[src/rtl/icache_pkg.sv]
// Shared definitions for the instruction-cache refill controller.
package icache_pkg;

    typedef enum logic [1:0] {
        ST_IDLE  = 2'd0,
        ST_REQ   = 2'd1,
        ST_FILL  = 2'd2,
        ST_DRAIN = 2'd3
    } refill_state_e;

    localparam int unsigned LINE_BYTES = 8;
    localparam int unsigned OFFSET_W   = 3;

    // Clears the byte-offset bits so the address points at the start of its line.
    function automatic logic [31:0] line_align(input logic [31:0] addr);
        return {addr[31:OFFSET_W], {OFFSET_W{1'b0}}};
    endfunction

endpackage

[src/rtl/icache_refill_ctrl_sat_counter.sv]
// Up-counter that sticks at all-ones; clear wins over increment.
module sat_counter #(
    parameter int unsigned W = 16
) (
    input  logic         clk_i,
    input  logic         rst_ni,
    input  logic         clr_i,
    input  logic         inc_i,
    output logic [W-1:0] cnt_o
);

    logic [W-1:0] cnt_q;
    logic [W-1:0] cnt_d;

    // Next count: clear, saturating increment, or hold.
    always_comb begin
        cnt_d = cnt_q;
        if (clr_i) begin
            cnt_d = '0;
        end else if (inc_i && (cnt_q != {W{1'b1}})) begin
            cnt_d = cnt_q + W'(1);
        end
    end

    // Count register.
    always_ff @(posedge clk_i or negedge rst_ni) begin
        if (!rst_ni) begin
            cnt_q <= '0;
        end else begin
            cnt_q <= cnt_d;
        end
    end

    assign cnt_o = cnt_q;

endmodule

[src/rtl/icache_refill_ctrl.sv]
// Miss/refill sequencer between fetch PC, instruction cache and instruction memory.
//
//   state    | meaning
//   ---------+----------------------------------------------------------
//   ST_IDLE  | no miss in flight; a miss stalls the PC combinationally
//   ST_REQ   | line read outstanding, data still wanted
//   ST_FILL  | one-cycle cache write of the captured line
//   ST_DRAIN | redirect abandoned the miss; wait out the ack, drop data
module icache_refill_ctrl
    import icache_pkg::*;
#(
    parameter int unsigned ADDR_W  = 16,
    parameter int unsigned LINE_W  = 64,
    parameter int unsigned TIMEOUT = 255
) (
    input  logic              inp_clk,
    input  logic              inp_rst_n,
    input  logic [ADDR_W-1:0] inp_address,
    input  logic              inp_valid,
    input  logic              inp_hit,
    input  logic              inp_redirect,
    output logic              out_stall,
    output logic              out_memReq,
    output logic [ADDR_W-1:0] out_memAddr,
    input  logic              inp_memAck,
    input  logic [LINE_W-1:0] inp_memData,
    output logic              out_fillEn,
    output logic [ADDR_W-1:0] out_fillAddr,
    output logic [LINE_W-1:0] out_fillData,
    output logic              out_memErr,
    output logic [15:0]       out_missCount,
    output logic              out_busy
);

    localparam logic [15:0] TMO_LAST = 16'(TIMEOUT - 1);

    refill_state_e     state_q, state_d;
    logic [ADDR_W-1:0] addr_q, addr_d;
    logic [LINE_W-1:0] data_q, data_d;
    logic              memreq_q, memreq_d;
    logic              memerr_q, memerr_d;

    logic              miss;
    logic              miss_start;
    logic              waiting;
    logic              tmo_last;
    logic              stall;
    logic              fill_en;
    logic [15:0]       tmo_cnt;
    logic [ADDR_W-1:0] line_addr;

    assign miss      = inp_valid & ~inp_hit & ~inp_redirect;
    assign line_addr = ADDR_W'(line_align(32'(inp_address)));
    assign waiting   = (state_q == ST_REQ) || (state_q == ST_DRAIN);
    // Abort on the cycle whose increment would bring the wait count to TIMEOUT.
    assign tmo_last  = waiting & ~inp_memAck & (tmo_cnt == TMO_LAST);

    sat_counter #(.W(16)) u_miss_cnt (
        .clk_i  (inp_clk),
        .rst_ni (inp_rst_n),
        .clr_i  (1'b0),
        .inc_i  (miss_start),
        .cnt_o  (out_missCount)
    );

    sat_counter #(.W(16)) u_tmo_cnt (
        .clk_i  (inp_clk),
        .rst_ni (inp_rst_n),
        .clr_i  (miss_start),
        .inc_i  (waiting & ~inp_memAck),
        .cnt_o  (tmo_cnt)
    );

    // Next-state, latch updates and combinational outputs.
    always_comb begin
        state_d    = state_q;
        addr_d     = addr_q;
        data_d     = data_q;
        stall      = 1'b0;
        fill_en    = 1'b0;
        miss_start = 1'b0;
        case (state_q)
            ST_IDLE: begin
                if (miss) begin
                    stall      = 1'b1;
                    miss_start = 1'b1;
                    addr_d     = line_addr;
                    state_d    = ST_REQ;
                end
            end
            ST_REQ: begin
                stall = 1'b1;
                if (inp_memAck) begin
                    if (!inp_redirect) begin
                        data_d  = inp_memData;
                        state_d = ST_FILL;
                    end else begin
                        state_d = ST_IDLE;
                    end
                end else if (tmo_last) begin
                    state_d = ST_IDLE;
                end else if (inp_redirect) begin
                    state_d = ST_DRAIN;
                end
            end
            ST_FILL: begin
                stall   = 1'b1;
                fill_en = 1'b1;
                state_d = ST_IDLE;
            end
            ST_DRAIN: begin
                stall = inp_valid & ~inp_hit;
                if (inp_memAck || tmo_last) begin
                    state_d = ST_IDLE;
                end
            end
            default: state_d = ST_IDLE;
        endcase
    end

    assign memreq_d = (state_d == ST_REQ) || (state_d == ST_DRAIN);
    assign memerr_d = tmo_last;

    // State, latches and registered handshake outputs.
    always_ff @(posedge inp_clk or negedge inp_rst_n) begin
        if (!inp_rst_n) begin
            state_q  <= ST_IDLE;
            addr_q   <= '0;
            data_q   <= '0;
            memreq_q <= 1'b0;
            memerr_q <= 1'b0;
        end else begin
            state_q  <= state_d;
            addr_q   <= addr_d;
            data_q   <= data_d;
            memreq_q <= memreq_d;
            memerr_q <= memerr_d;
        end
    end

    assign out_stall    = stall;
    assign out_memReq   = memreq_q;
    assign out_memAddr  = addr_q;
    assign out_fillEn   = fill_en;
    assign out_fillAddr = addr_q;
    assign out_fillData = data_q;
    assign out_memErr   = memerr_q;
    assign out_busy     = (state_q != ST_IDLE);

endmodule

[config.mk]
export PLATFORM = sky130hd
export DESIGN_NAME = icache_refill_ctrl
export DESIGN_NICKNAME = d
export VERILOG_FILES = /design/src/rtl/icache_pkg.sv /design/src/rtl/icache_refill_ctrl_sat_counter.sv /design/src/rtl/icache_refill_ctrl.sv
export SDC_FILE = /design/constraint.sdc
export NUM_CORES = 1
export LEC_CHECK = 0
export BUFFER_PORTS_ARGS = -buffer_cell sky130_fd_sc_hd__buf_4
export CORE_MARGIN = 2
export CORE_UTILIZATION = 40
export DETAILED_ROUTE_END_ITERATION = 8
export PLACE_DENSITY = 0.81
export SLEW_MARGIN = 5
export SYNTH_ARGS = -nofsm -noshare
export SYNTH_HDL_FRONTEND = slang
export SYNTH_HIERARCHICAL = 1
export SYNTH_SLANG_ARGS = --single-unit
[constraint.sdc]
create_clock -name inp_clk -period 2.4 [get_ports inp_clk]
set_input_delay 0.48 -clock inp_clk [delete_from_list [all_inputs] [get_ports inp_clk]]
set_output_delay 0.48 -clock inp_clk [all_outputs]
set_load 0.02 [all_outputs]
# After elaboration in Yosys (flattened, before gate mapping)
# Cells that the tools add are included.
# Widths: inputs -> output; s select.
# word_totals
elab_cells	48
register_bits	113
inputBits	86
out_inout_bits	117
# op_classes
n_mux	13
add_sub_neg	2
reduce_logical	11
n_bitwise	7
n_eq_ne	8
# ops
cell	count
$add 16x1->16 const B	2
$mux 16	2
$ne 16x16->1 const B	2
$eq 16x8->1 const B	1
$mux 2	6
$pmux 2 s4	1
$eq 2x2->1 const B	3
$and 1x1->1	4
$eq 2x1->1 const B	2
$reduce_bool 2->1	2
$logic_or 1x1->1	3
$mux 1	3
$not 1->1	3
$pmux 1 s3	1
$reduce_and 3->1	1
$logic_and 1x1->1	2
$logic_not 2->1	1
$reduce_and 2->1	1
$reduce_or 2->1	1

# Logic depth before layout (Yosys ltp)
# logic_depth
depth_word	9
ltp_mapped	10
mapped_depth_nobuf	7

# Cells and area by module
# Netlist, hierarchy kept.
# modules_own_cells
module	area_per_inst_um2	seq_area_each_um2	cells_per_inst	n_inst
icache_refill_ctrl	3352.0	2026.9	216	1
sat_counter	942.2	400.4	98	2

# Worst setup path after synthesis
# OpenSTA, ideal clock, no wires.
# synth_path
kind	register -> register
startpoint	register state_q[1]
endpoint	register u_miss_cnt.cnt_q[3] (netlist: u_miss_cnt/cnt_o[3])
path_stages_with_launch	10
period_less_slack_ns	2.433
required_time_ns	2.323
path_slack_ns	-0.033
arrival_ns	2.356
setup_ns	0.077
path_cell_list	dfrtp_1 > inv_1 > ha_1 > inv_1 > nor4b_4 > buf_4 > inv_1 > clkbuf_1 > or4_2 > a21oi_1
# synth_via
elab_chain_cells	3
# synth_lines
item	line_no	text
start, declared	icache_refill_ctrl.sv:37	refill_state_e state_q, state_d;
start signal, assigned	icache_refill_ctrl.sv:133	state_q <= state_d;
$logic_not 2->1	icache_refill_ctrl.sv:82	case (state_q)
$mux 1	icache_refill_ctrl.sv:82	
net miss_start	icache_refill_ctrl.sv:44	logic miss_start;
$logic_and 1x1->1	icache_refill_ctrl_sat_counter.sv:20	end else if (inc_i && (cnt_q != {W{1'b1}})) begin
end signal, assigned	icache_refill_ctrl_sat_counter.sv:30	cnt_q <= cnt_d;
end, declared	icache_refill_ctrl_sat_counter.sv:12	logic [W-1:0] cnt_q;
# The timed path passes the listed nets, and every way through them passes these cells.
# A chain may end at the register's enable or synchronous reset.

# Worst setup path in the final report
# layout_path
startpoint	register state_q[1]
endpoint	output out_stall
# layout_via
elab_chain_cells	3
elab_cells_between_ends	6
cone_classes	3 x eq/ne; 1 x mux; 2 x reduce/logical
# layout_lines
item	line_no	text
$eq 2x1->1 or $eq 2x2->1 (tied branches)	icache_refill_ctrl.sv:82	
$reduce_or 2->1 (no line)	--	
$pmux 1 s3 (*)	icache_refill_ctrl.sv:82	
end, declared	icache_refill_ctrl.sv:22	output logic out_stall,
# Every way passes the cells marked *; elsewhere a longest branch is shown, timed or not.

==> impl_metrics.tcl <==
set metrics [dict create \
    n_fill_cell 1032 \
    die_area_um2 14000 \
    synthTopCellsByCount "113 x dfrtp_1, 77 x mux2_2, 23 x a21oi_1" \
    vias_per_cell 5.23 \
    cts_tree "done" \
    arrival_ns 1.79 \
    cts_root_buf "clkbuf_16" \
    synth.most_common_cell "dfrtp_1" \
    synth_seq_cells 113 \
    dp_cells 758 \
    grt_pass1_wl_um 20700 \
    rows 41 \
    fp.dieW_um 118 \
    numPortBuffers 193 \
    synth_simple_gate_area_share_pct 13.2 \
    synth_top_cells_by_area "dfrtp_1 54%, mux2_2 17%, buf_4 2.9%, a21oi_1 2.2%, o31ai_1 2.2%" \
    min_path_type "primary input to asynchronous set/reset pin" \
    status "complete, no violations" \
    finalHoldViolCount 0 \
    yosys.area.top_type_share_pct 54.0 \
    area_growth_pct 39.3 \
    skew_ns 0.0112 \
    yosysUniqueCellTypes 42 \
    fin_setup_tns_ns 0 \
    synth_edf_count 0 \
    drt_iter0_drc 182 \
    htreeDepth 4 \
    synthArstFlopShare_pct 100 \
    cts_inserted_buffers 17 \
    final_layout_size_suffix_gt1_share_pct 53.5 \
    clock.fmax_mhz 440 \
    synthesis.area_um2 5240 \
    dr_total_vias 4123 \
    synthMuxAreaShare_pct 18.3 \
    cts.sink_count 113 \
    period_share_pct 94.6 \
    drtPass1Iterations 4 \
    slew_headroom_pct 58.0 \
    worstSetupStartpointType "flip-flop" \
    dpl.hpwl_um 9030 \
    routedWlPerCell_um 15.8 \
    final_area_um2 7290 \
    synthFlopType "dfrtp_1" \
    clkLatencyLatePin_ns 0.41 \
    synth_xor_area_share_pct 0 \
    synth_compound_area_share_pct 7.46 \
    track_usage_pct 18.4 \
    synth_top_area_cell "dfrtp_1" \
    finalNonFillerCells 788 \
    total_power_mw 8.78 \
    min_period_ns 2.27 \
    clk_pin_slew_ns 0.06 \
    first_global_vias 4193 \
    chipHeight_um 118 \
    rsz0062_at_grt "no" \
    grt.overflow.total 0 \
    drc_errors 0 \
    drt_wl_total_um 12400 \
    critPathCaptureType "output pin" \
    postCtsSetupBuffers 0 \
    ant_nets 0 \
    synth-seq-area-share_pct 54.0 \
    crit_fanout 5 \
    yosys_warnings 6 \
    syn_inst 412 \
    drv_slew 0 \
    place.gp.congestion 0.847 \
    vdd_drop_max_mv 1.06 \
    post_dp_cell_area_um2 6800 \
    fin_nets 698 \
    cp_data_required_time_ns 1.92 \
    p_leak_nw 3.45 \
    core_area_um2 12700 \
    ios 203 \
    cts_max_path_buffers 2 \
    worst_pin_slew_ns 0.625 \
    max-cap-violations 0 \
    initial_core_util_pct 41.2 \
    antenna_found_initial 1 \
    synthAdderAreaFrac_pct 1.67 \
    worst-setup-path-type "flip-flop to output pin" \
    grt_max_degree 66 \
    powerDensity_nw_per_um2 1200 \
    syn_area_per_cell_um2 12.7 \
    synth_top_family_by_area "multiplexers" \
    setup_violations 0 \
]
worst paths after layout:
kind / from / endpoint / slack, ns / depth (start not counted)
setup reg to reg: state_q[1] / u_miss_cnt/cnt_o[11] / 0.14 / 7
max in group asynchronous: inp_rst_n / out_fillData[56] / 1.67 / 2
setup / recovery: state_q[1] / out_stall / 0.13 / 5
hold reg to reg: out_fillData[57] / out_fillData[57] / 0.50 / 1
min in group inp_clk: inp_memData[7] / out_fillData[7] / 0.30 / 2
hold / removal: inp_rst_n / u_miss_cnt/cnt_o[13] / 0.04 / 1
layer usage:
metal,GRT usage (%),share of wire (%),vias up
li1,-,-,1881
met1,22.0,39,2034
met2,29.5,50,191
met3,7.72,9.8,17
met4,7.22,1.5,0
met5,0,0,-
where the power goes:
group          internal, mW  switching, mW
Clock                  1.31          0.810
Sequential             2.61          0.439
Combinational          1.72           1.88
Total                  5.65           3.13
kinds of logic after synthesis:
family / Yosys count
fa+ha+maj: 7
other cells: 1
buf+inv: 48
flops: 113
compound gates: 57
mux: 85
simple gates: 101
sequential cells by signal, indices dropped and copies added, names as in the netlist:
signal and count:
out_fillAddr 13, state_q 2, out_memErr 1, out_memReq 1, u_tmo_cnt/cnt_o 16, u_miss_cnt/cnt_o 16
out_fillData 64
worst max-delay path, cell delays in order, from the launching register on:
cell	delay, ns
dfrtp_1	0.43
inv_1	0.14
ha_1	0.24
nand4bb_1	0.20
o21ai_1	0.18
buf_4	0.19
layout by cell type (no fill, tap or decap), types with 5 or more instances in the layout:
cell       instances
buf_4            202
dfrtp_1          113
mux2_2            77
a21oi_1           23
clkbuf_16         17
o31ai_1           15
nand4_1           13
nand2_1           12
inv_1             11
or4_1             10
nor4_1             9
nor2b_1            9
nor2_1             9
conb_1             8
mux2_1             8
o21ai_1            7
ha_1               7
nand3_1            6
clkinv_2           5
cell type report:
class / count / area, um^2 / area share, %
clock buffer: 22 / 454 / 6.23
sequential: 113 / 2830 / 38.8
multi-input combinational: 258 / 2160 / 29.6
antenna: 1 / 2.50 / 0.0343
timing repair buffer: 204 / 1560 / 21.3
inverter: 11 / 41.3 / 0.566
clock inverter: 7 / 40.0 / 0.549
tap: 172 / 215 / 2.95
through the flow:
stage          hold slack (ns)  worst slack (ns)  util (%)
6_report                0.0364             0.130      57.3
5_1_grt                 0.0662          0.000465      57.3
4_1_cts                 0.0395            0.0952      57.3
3_5_place_dp             0.485             0.171      53.4
3_3_place_gp             0.480             0.274      53.4
2_1_floorplan            0.184           0.00466         -
repair_timing:
item / CTS / global route
endpoints found under the setup margin: 0 / 1
hold buffers: 0 / 0
resized for setup: 0 / 1
No activity file was read; power rests on OpenSTA's default activity.
